`src/rtl/instr_fetch_pkg.sv`:
```
// Shared constants and state encoding for the instruction fetch unit.
package instr_fetch_pkg;

   localparam int          XLEN_DEF     = 32;
   localparam logic [31:0] PC_RESET_DEF = 32'h8000_0000;
   localparam logic [31:0] INSTR_NOP    = 32'h0000_0013;

   typedef enum logic [1:0] {
      S_IDLE  = 2'd0,
      S_WAIT  = 2'd1,
      S_FLUSH = 2'd2,
      S_HOLD  = 2'd3
   } if_state_e;

   function automatic logic is_misaligned(input logic [1:0] lsb);
      return lsb != 2'b00;
   endfunction

endpackage

```
`src/rtl/instr_fetch.sv`:
```
// Instruction fetch: single-outstanding imem handshake, stall hold, redirect with
// drain of the in-flight request, and NOP substitution on bubbles and faults.
module instr_fetch
   import instr_fetch_pkg::*;
#(
   parameter logic [31:0] PC_RESET = PC_RESET_DEF,
   parameter int          XLEN     = XLEN_DEF
) (
   input  logic            i_clk,
   input  logic            i_rst,
   input  logic            i_stall,
   input  logic            i_redirect,
   input  logic [XLEN-1:0] i_redirect_pc,
   output logic            o_imem_req,
   output logic [XLEN-1:0] o_imem_addr,
   input  logic            i_imem_ack,
   input  logic [31:0]     i_imem_rdata,
   input  logic            i_imem_err,
   output logic            o_valid,
   output logic [31:0]     o_instr,
   output logic [XLEN-1:0] o_pc,
   output logic            o_fault
);

   if_state_e       state_q, state_d;
   logic            req_q, req_d;
   logic [XLEN-1:0] addr_q, addr_d;
   logic            valid_q, valid_d;
   logic [31:0]     instr_q, instr_d;
   logic [XLEN-1:0] pc_q, pc_d;
   logic            fault_q, fault_d;
   logic [XLEN-1:0] pend_q, pend_d;

   logic            goto_en;
   logic [XLEN-1:0] goto_pc;

   always_ff @(posedge i_clk) begin
      if (i_rst) begin
         state_q <= S_IDLE;
         req_q   <= 1'b0;
         addr_q  <= XLEN'(PC_RESET);
         valid_q <= 1'b0;
         instr_q <= INSTR_NOP;
         pc_q    <= XLEN'(PC_RESET);
         fault_q <= 1'b0;
         pend_q  <= '0;
      end else begin
         state_q <= state_d;
         req_q   <= req_d;
         addr_q  <= addr_d;
         valid_q <= valid_d;
         instr_q <= instr_d;
         pc_q    <= pc_d;
         fault_q <= fault_d;
         pend_q  <= pend_d;
      end
   end

   always_comb begin
      state_d = state_q;
      req_d   = req_q;
      addr_d  = addr_q;
      valid_d = valid_q;
      instr_d = instr_q;
      pc_d    = pc_q;
      fault_d = fault_q;
      pend_d  = pend_q;
      goto_en = 1'b0;
      goto_pc = i_redirect_pc;

      unique case (state_q)
         S_IDLE: begin
            if (i_redirect) begin
               goto_en = 1'b1;
            end else begin
               req_d   = 1'b1;
               addr_d  = XLEN'(PC_RESET);
               state_d = S_WAIT;
            end
         end
         S_WAIT: begin
            if (i_redirect) begin
               // Without ack the old request is still owed a completion: drain it first.
               if (i_imem_ack) begin
                  goto_en = 1'b1;
               end else begin
                  pend_d  = i_redirect_pc;
                  state_d = S_FLUSH;
               end
            end else if (i_imem_ack) begin
               valid_d = 1'b1;
               fault_d = i_imem_err;
               instr_d = i_imem_err ? INSTR_NOP : i_imem_rdata;
               pc_d    = addr_q;
               req_d   = 1'b0;
               state_d = S_HOLD;
            end
         end
         S_FLUSH: begin
            if (i_redirect) begin
               if (i_imem_ack) goto_en = 1'b1;
               else            pend_d  = i_redirect_pc;
            end else if (i_imem_ack) begin
               goto_en = 1'b1;
               goto_pc = pend_q;
            end
         end
         S_HOLD: begin
            if (i_redirect) begin
               goto_en = 1'b1;
            end else if (valid_q && !fault_q && !i_stall) begin
               valid_d = 1'b0;
               instr_d = INSTR_NOP;
               addr_d  = pc_q + XLEN'(4);
               req_d   = 1'b1;
               state_d = S_WAIT;
            end
         end
         default: state_d = S_IDLE;
      endcase

      // Redirect target: misaligned ones fault locally and never reach memory.
      if (goto_en) begin
         instr_d = INSTR_NOP;
         if (is_misaligned(goto_pc[1:0])) begin
            req_d   = 1'b0;
            valid_d = 1'b1;
            fault_d = 1'b1;
            pc_d    = goto_pc;
            state_d = S_HOLD;
         end else begin
            req_d   = 1'b1;
            addr_d  = goto_pc;
            valid_d = 1'b0;
            fault_d = 1'b0;
            state_d = S_WAIT;
         end
      end
   end

   assign o_imem_req  = req_q;
   assign o_imem_addr = addr_q;
   assign o_valid     = valid_q;
   assign o_instr     = instr_q;
   assign o_pc        = pc_q;
   assign o_fault     = fault_q;

endmodule

```
`config.mk`:
```
export PLATFORM = sky130hd
export DESIGN_NAME = instr_fetch
export DESIGN_NICKNAME = d
export VERILOG_FILES = /design/src/rtl/instr_fetch_pkg.sv /design/src/rtl/instr_fetch.sv
export SDC_FILE = /design/constraint.sdc
export NUM_CORES = 1
export LEC_CHECK = 0
export ABC_AREA = 1
export CAP_MARGIN = 20
export CORE_ASPECT_RATIO = 1.5
export CORE_MARGIN = 10
export CORE_UTILIZATION = 54
export CTS_CLUSTER_SIZE = 10
export DETAILED_ROUTE_END_ITERATION = 10
export GPL_TIMING_DRIVEN = 0
export PLACE_DENSITY = 0.94
export SLEW_MARGIN = 20
export SYNTH_ARGS = -nofsm -noshare
export SYNTH_HDL_FRONTEND = slang
export SYNTH_SLANG_ARGS = --single-unit
```
`constraint.sdc`:
```
create_clock -name i_clk -period 3.31 [get_ports i_clk]
set_clock_uncertainty 0.2 [all_clocks]
set_input_delay 0.4965 -clock i_clk [delete_from_list [all_inputs] [get_ports i_clk]]
set_output_delay 0.4965 -clock i_clk [all_outputs]
set_load 0.005 [all_outputs]
```
# Word level (Yosys, flattened, before mapping)
# Index checks and enable logic that the tools add are counted.
dict set report op_classes {
  n_reduce_logical 20
  muxes 52
  eq_ne 15
  add_sub_neg 1
}
# operator count
set op_table {}
lappend op_table {{$mux W32} 18}
lappend op_table {{$pmux W32 S2} 2}
lappend op_table {{$add A32 B3 Y32 const B} 1}
lappend op_table {{$mux W1} 20}
lappend op_table {{$mux W2} 8}
lappend op_table {{$ne A3 B3 Y1 const B} 5}
lappend op_table {{$reduce_and A6 Y1} 2}
lappend op_table {{$reduce_and A5 Y1} 2}
lappend op_table {{$ne A2 B2 Y1 const B} 4}
lappend op_table {{$ne A4 B4 Y1 const B} 2}
lappend op_table {{$reduce_bool A2 Y1} 4}
lappend op_table {{$pmux W1 S3} 2}
lappend op_table {{$pmux W2 S3} 1}
lappend op_table {{$reduce_or A2 Y1} 3}
lappend op_table {{$eq A2 B2 Y1 const B} 2}
lappend op_table {{$reduce_bool A4 Y1} 1}
lappend op_table {{$reduce_and A3 Y1} 1}
lappend op_table {{$reduce_bool A3 Y1} 1}
lappend op_table {{$eq A2 B1 Y1 const B} 1}
lappend op_table {{$logic_and A1 B1 Y1} 2}
lappend op_table {{$logic_not A1 Y1} 2}
lappend op_table {{$logic_not A2 Y1} 1}
lappend op_table {{$ne A2 B1 Y1 const B} 1}
lappend op_table {{$pmux W1 S2} 1}
lappend op_table {{$reduce_and A2 Y1} 1}
dict set report totals {
  input_bits 70
  out_inout_bits 99
  wordCells 96
  register_bits 133
}

# Depth between registers and ports, before layout
# Gate-level depths: netlist of run 1.
dict set report depth {
  ltp_word 8
  depth_mapped 12
  ltp_nobuf 12
}

# Least setup slack after synthesis of run 1
# OpenSTA, ideal clock, no wires.
dict set report synth_timing {
  path_kind {flip-flop to flip-flop}
  startpoint {register state_q[0]}
  endpoint {register addr_q[14] (netlist: o_imem_addr[14])}
  setup_slack_ps 1272
  path_buffers 2
  t_arrival_ps 1724
  setup_ps 115
  required_time_ps 2995
  synth_period_minus_slack_ps 2038
  path_stages_with_launch 11
  cell_sequence {dfxtp_1 > inv_1 > ha_1 > inv_1 > clkbuf_1 > nand3_2 > buf_2 > nand2_1 > nand2_1 > nor2_1 > nor2_1}
}
dict set report synth_between {
  elab_chain_cells 5
  elab_cells_between_ends 11
  classes_between {3 x eq/ne; 5 x mux; 3 x reduce/logical}
}
# item line_no
set synth_rtl {}
lappend synth_rtl {{start: declaration} instr_fetch.sv:25} ;# if_state_e state_q, state_d;
lappend synth_rtl {{start signal: assignment} instr_fetch.sv:48} ;# state_q <= state_d;
lappend synth_rtl {{$eq A2 B2 Y1} instr_fetch.sv:71} ;# unique case (state_q)
lappend synth_rtl {{$mux W32} instr_fetch.sv:71}
lappend synth_rtl {{$reduce_bool A2 Y1} instr_fetch_pkg.sv:16} ;# return lsb != 2'b00;
lappend synth_rtl {{$mux W32} instr_fetch.sv:125} ;# if (is_misaligned(goto_pc[1:0])) begin
lappend synth_rtl {{$mux W32 *} instr_fetch.sv:123} ;# if (goto_en) begin
lappend synth_rtl {{end signal: assignment} instr_fetch.sv:41} ;# addr_q <= XLEN'(PC_RESET);
lappend synth_rtl {{end signal: assignment} instr_fetch.sv:50} ;# addr_q <= addr_d;
lappend synth_rtl {{end: declaration} instr_fetch.sv:27} ;# logic [XLEN-1:0] addr_q, addr_d;
# Every way passes the cells marked *; elsewhere a longest branch is shown, timed or not.
# A chain may end at the register's enable or synchronous reset.

# Worst setup path after layout of run 1
# Same ends and word-level chain as after synthesis.

==> results of run 1 <==
==> routing by layer <==
layer / share of wire (%) / wire (µm) / up-vias / global-route usage, %
li1: - / - / 3840 / -
met1: 31 / 9040 / 3872 / 30.4
met2: 48 / 13700 / 711 / 50.8
met3: 13 / 3680 / 185 / 11.9
met4: 8.1 / 2340 / 0 / 22.7
met5: 0 / 0 / - / 0
==> cells by family after synthesis <==
logic type | count (synthesis) | synth area share [%]
adder cells (fa/ha/maj) | 5 | 0.883
flip-flops | 133 | 37.6
AO/OA/AOI/OAI | 276 | 20.5
multiplexers | 33 | 4.75
AND/OR/NAND/NOR | 438 | 26.8
buffers and inverters | 140 | 9.10
XOR/XNOR | 3 | 0.371
==> critical path, cell delays in order, from the launching register on <==
cell and delay (ns):
dfxtp_1 0.40, inv_1 0.09, ha_1 0.38, inv_1 0.10, clkbuf_1 0.41, nand3_2 0.42
buf_2 0.35, nand2_1 0.10, nand2_1 0.06, nor2_1 0.12, nor2_1 0.05
==> path summary, 6_finish.rpt <==
check                         end  slack [ns]
setup / recovery  o_imem_addr[14]        0.54
setup reg to reg  o_imem_addr[14]        0.54
hold reg to reg        o_instr[9]        0.27
hold / removal         o_instr[9]        0.27
==> final cells by class <==
| type | count | area share [%] |
|---|---|---|
| timing repair buffer | 166 | 17.3 |
| multi-input combinational | 755 | 39.4 |
| clock inverter | 15 | 2.27 |
| inverter | 76 | 3.00 |
| tap | 159 | 2.07 |
| sequential | 133 | 27.8 |
| buffer | 64 | 3.72 |
| clock buffer | 17 | 4.44 |
==> registers in the layout (all words and copies together) (netlist names) <==
signal and count:
o_fault 1, o_imem_addr 32, o_imem_req 1, o_instr 32, o_pc 32, o_valid 1, pend_q 32, state_q 2
==> report_power, final <==
group	internal (mW)	leakage [nW]	total, mW	switching (mW)
sequential	2.05	1.09	2.57	0.523
clock	1.28	0.305	2.09	0.812
combinational	1.28	2.37	3.09	1.81
total	4.61	3.77	7.75	3.14
==> stage by stage <==
step / hold WS [ns] / setup WS, ns / utilization, % / total power [mW]
after floorplan: 0.257 / 1.27 / - / 4.11
after global placement: 0.241 / 0.651 / 69.1 / 5.41
after detailed placement: 0.254 / 0.602 / 69.1 / 5.50
after CTS: 0.256 / 0.647 / 74.0 / 7.61
after global routing: 0.281 / 0.477 / 74.0 / 8.09
final: 0.266 / 0.537 / 74.0 / 7.75
==> cells in the final DEF (no fill, tap or decap), types with 5 or more instances in the layout <==
| cell | count |
|---|---|
| a21oi_1 | 86 |
| clkdlybuf4s50_1 | 166 |
| nand4_1 | 9 |
| buf_6 | 8 |
| nand2_1 | 230 |
| buf_4 | 8 |
| clkbuf_16 | 17 |
| clkbuf_1 | 24 |
| o21ai_0 | 107 |
| buf_2 | 21 |
| dfxtp_1 | 133 |
| nand3_1 | 95 |
| nor3_1 | 9 |
| ha_1 | 5 |
| inv_1 | 69 |
| nor2_1 | 76 |
| o21ai_1 | 39 |
| mux2i_1 | 28 |
| inv_2 | 6 |
| mux2_2 | 5 |
| a31oi_1 | 34 |
==> impl_metrics.json, run 1 <==
{
  "portBuffers": 166,
  "r2r-start": "state_q[0]",
  "num-fill-cells": 921,
  "io_pins": 169,
  "dp.cells": 1353,
  "period_needed_ns": 2.77,
  "synthDistinctLibCells": 38,
  "cts_buffers": 17,
  "hold_buffers": 0,
  "viasPerCell": 6.22,
  "syn_avg_cell_area_um2": 6.89,
  "firstDrtPassIters": 7,
  "htreeDepth": 4,
  "synth_edf_count": 0,
  "rows": 51,
  "n_antenna_cell": 0,
  "final_max_slew_viol_count": 0,
  "grt_pass1_vias": 8466,
  "yosysTopAreaCell": "dfxtp_1",
  "status": "completed",
  "crit_required_ns": 3.43,
  "wl_per_cell_um": 20.8,
  "arrival_ns": 2.89,
  "cp-start-kind": "flip-flop",
  "tightest_slew_ns": 0.998,
  "drv_cap": 0,
  "synth_seq_cells": 133,
  "antenna_found_initial": 0,
  "end_kind": "flip-flop",
  "worst_ir_drop_vdd_mv": 0.545,
  "p_leak_nw": 3.77,
  "rsz0062_at_grt": "false",
  "synth_ff_type": "dfxtp_1",
  "setup_viol": 0,
  "drive_above_1_share_pct": 7.99,
  "final_cell_count_no_fill": 1385,
  "synthArstFlopShare_pct": 0,
  "clock_sinks": 133,
  "drtIter0Drc": 1101,
  "clockBufferDepth": 2,
  "drc": 0,
  "crit_type": "reg2reg",
  "clockRootBuffer": "clkbuf_16",
  "hold_viol": 0,
  "fmax_mhz": 361,
  "totalWireLength_um": 28800,
  "whs_path_depth": 2,
  "cp_max_fo": 10,
  "initial_utilization_pct": 54.7,
  "path_clk_slew_ns": 0.06,
  "netlist.area_leader.share_pct": 37.6,
  "core_um2": 13000,
  "power.density_nw_per_um2": 808,
  "final.setup.tns_ns": 0,
  "seqCellArea_um2": 2660,
  "place_area_um2": 8940,
  "netlist_instances": 1028,
  "die_w_um": 114,
  "post_cts_buffers": 0,
  "grt_max_degree": 17,
  "die_h_um": 160,
  "synth_area_um2": 7080,
  "final_nets": 1288,
  "grt_use_total_pct": 30.8,
  "post-route-period-util_pct": 83.8,
  "reg2reg_depth": 10,
  "clk_latency_ns": 0.43,
  "seq_area_frac_synth_pct": 37.6,
  "synth_most_common_cell": "nand2_1",
  "gp_congestion": 1.03,
  "hpwl_um": 20400,
  "slew_headroom_pct": 32.8,
  "ant_nets": 0,
  "overflow": 0,
  "cts_tree": "built",
  "cts_resized": 0,
  "ys_warn_count": 0,
  "netlist_top_cells_count": "nand2_1, dfxtp_1, o21ai_0, nand3_1, a21oi_1",
  "syn2layout_area_growth_pct": 35.3,
  "grt_pass1_wl_um": 44800,
  "synth_area_leaders": "dfxtp_1, nand2_1, o21ai_0",
  "multiInputGateArea_um2": 3780,
  "cp-startpoint": "state_q[0]",
  "synth_nets": 1103,
  "final_cell_area_um2": 9590,
  "hold_path.class": "reg2reg",
  "worstHoldStart": "o_instr[9]",
  "via_count": 8608,
  "dieArea_um2": 18200
}
Power figures use the tool's default switching activity.
==> run 2: changes to the inputs <==
- CORE_UTILIZATION: 54 -> 46
- PLACE_DENSITY: 0.94 -> 0.86
- clock period: 3.31 -> 2.43 ns (I/O delays scaled with it)
==> run 2 against run 1 <==
Against the previous run: die area up 15%; non-clock buffer count unchanged; clock-buffer cell count increased by 1; hold slack worse by 0.13 ns; sequential power increased by 35%; routed wire length is 3.7% lower; sequential share of layout area decreased by 0.22 points; sequential cell count unchanged; critical endpoint is now o_imem_addr[6].
==> impl_metrics.json, run 2 (synthesis results as in run 1) <==
{
  "critPathTopFamily": "buffers and inverters",
  "post-route-period-util_pct": 98.0,
  "power.density_nw_per_um2": 1090,
  "p_int_mw": 6.31,
  "n_antenna_cell": 0,
  "cp-start-kind": "flip-flop",
  "tightest_slew_ns": 0.731,
  "hold_buffers": 0,
  "antenna_found_initial": 0,
  "hold_path.class": "in2reg",
  "cts_buffers": 17,
  "final_max_slew_viol_count": 0,
  "worstHoldStart": "i_redirect",
  "clockRootBuffer": "clkbuf_16",
  "r2r-start": "state_q[0]",
  "num-fill-cells": 1295,
  "overflow": 0,
  "wl_per_cell_um": 19.4,
  "multiInputGateArea_um2": 3800,
  "final_nets": 1288,
  "final_cell_mix": "nand2_1, clkdlybuf4s50_1, dfxtp_1, o21ai_0, nand3_1",
  "fmax_mhz": 420,
  "grt_use_total_pct": 26.0,
  "grt_pass1_vias": 8063,
  "seqCellArea_um2": 2660,
  "arrival_ns": 2.50,
  "period_needed_ns": 2.38,
  "hold_viol": 0,
  "worst_ir_drop_vdd_mv": 0.708,
  "rsz0062_at_grt": "true",
  "cp_max_fo": 10,
  "rows": 55,
  "clockBufferDepth": 2,
  "hpwl_um": 20600,
  "dp.cells": 1393,
  "clockPowerShare_pct": 26.8,
  "final.setup.tns_ns": 0,
  "cp_common_cell": "inv_1",
  "reg2reg_depth": 12,
  "totalWireLength_um": 27700,
  "firstDrtPassIters": 7,
  "drive_above_1_share_pct": 8.40,
  "power_mw": 10.5,
  "dieArea_um2": 20900,
  "clk_latency_ns": 0.43,
  "die_w_um": 121,
  "regToRegEndpoint": "o_imem_addr[6]",
  "net-switching-power_mw": 4.19,
  "swShare_pct": 39.9,
  "path_clk_slew_ns": 0.06,
  "cpMaxStageDelayCell": "dfxtp_1",
  "place_area_um2": 8990,
  "p_seq_share_pct": 33.1,
  "timing.critical_path.buf_inv": 6,
  "viasPerCell": 5.82,
  "final_cell_count_no_fill": 1425,
  "cp_num_cells": 12,
  "end_kind": "flip-flop",
  "comb_power_share_pct": 40.0,
  "gp_congestion": 0.960,
  "worstSetupEndpoint": "o_imem_addr[6]",
  "grt_pass1_wl_um": 42800,
  "drc": 0,
  "portBuffers": 166,
  "core_um2": 15100,
  "max_stage_delay_ns": 0.39,
  "clock_sinks": 133,
  "r2r_slack_ns": 0.05,
  "setup_viol": 0,
  "via_count": 8297,
  "layout_commonest_cell": "nand2_1",
  "syn2layout_area_growth_pct": 36.4,
  "htreeDepth": 4,
  "ant_nets": 0,
  "io_pins": 169,
  "drtIter0Drc": 940,
  "slew_headroom_pct": 50.8,
  "final_cell_area_um2": 9660,
  "fin_util_pct": 63.8,
  "crit_type": "reg2reg",
  "die_h_um": 172,
  "status": "completed",
  "crit_required_ns": 2.55,
  "cp-startpoint": "state_q[0]",
  "cts_tree": "built",
  "p_leak_nw": 3.78,
  "initial_utilization_pct": 46.8,
  "worstPathCellList": "inv_1 -> ha_1 -> inv_1 -> nand2_1 -> nand3_1 -> nand2_2 -> inv_4 -> nand3_4 -> buf_6 -> inv_1 -> o21ai_0 -> inv_1",
  "grt_max_degree": 17,
  "drv_cap": 0
}
[run 2: how the worst min path moves through the flow]
stage | end | slack (ns) | cells past startpoint
finish | o_pc[23] | 0.13 | 4
global route | o_pc[23] | 0.16 | 4
CTS | o_pc[23] | 0.13 | 4
detailed placement | o_instr[4] | 0.25 | 2
global placement | o_instr[4] | 0.24 | 2
floorplan | o_instr[0] | 0.26 | 2
[run 2: metal layers]
layer  wire, µm  vias to the layer above  global-route usage (%)
met1       9270                     3753                    26.1
met5          0                        -                       0
met2      13200                      555                    43.9
met4       2020                        0                    19.2
met3       3230                      132                    8.71
li1           -                     3857                       -
[run 2: timing repair]
item                                    4_1_cts  5_1_grt
setup buffers                                 0        0
resized for setup                             2       19
pin swaps                                     0        0
endpoints found under the setup margin       23       38
[run 2: final cells by class]
type	count	area share (%)
buffer	64	3.83
clock buffer	18	4.54
clock inverter	14	2.05
inverter	76	2.98
multi-input combinational	755	39.3
sequential	133	27.6
tap	199	2.58
timing repair buffer	166	17.2
[run 2: per-stage QoR]
stage               setup WS (ns)  hold WS (ns)
floorplan                   0.392         0.257
global placement           -0.118         0.242
detailed placement         -0.154         0.249
CTS                        0.0465         0.129
global route              -0.0639         0.162
finish                     0.0480         0.135
[run 2: tightest hold or removal path, cell delays in order]
cell and delay [ns]:
buf_6 0.12, nor2_8 0.08, nand3_1 0.07, a31oi_1 0.07
[run 2: power groups by stage]
| stage | clock network [mW] | registers, mW | logic [mW] |
|---|---|---|---|
| floorplan | 0 | 3.30 | 2.29 |
| global placement | 0 | 3.45 | 3.96 |
| detailed placement | 0 | 3.47 | 4.04 |
| CTS | 2.81 | 3.44 | 4.11 |
| global route | 2.91 | 3.54 | 4.57 |
| finish | 2.82 | 3.48 | 4.21 |
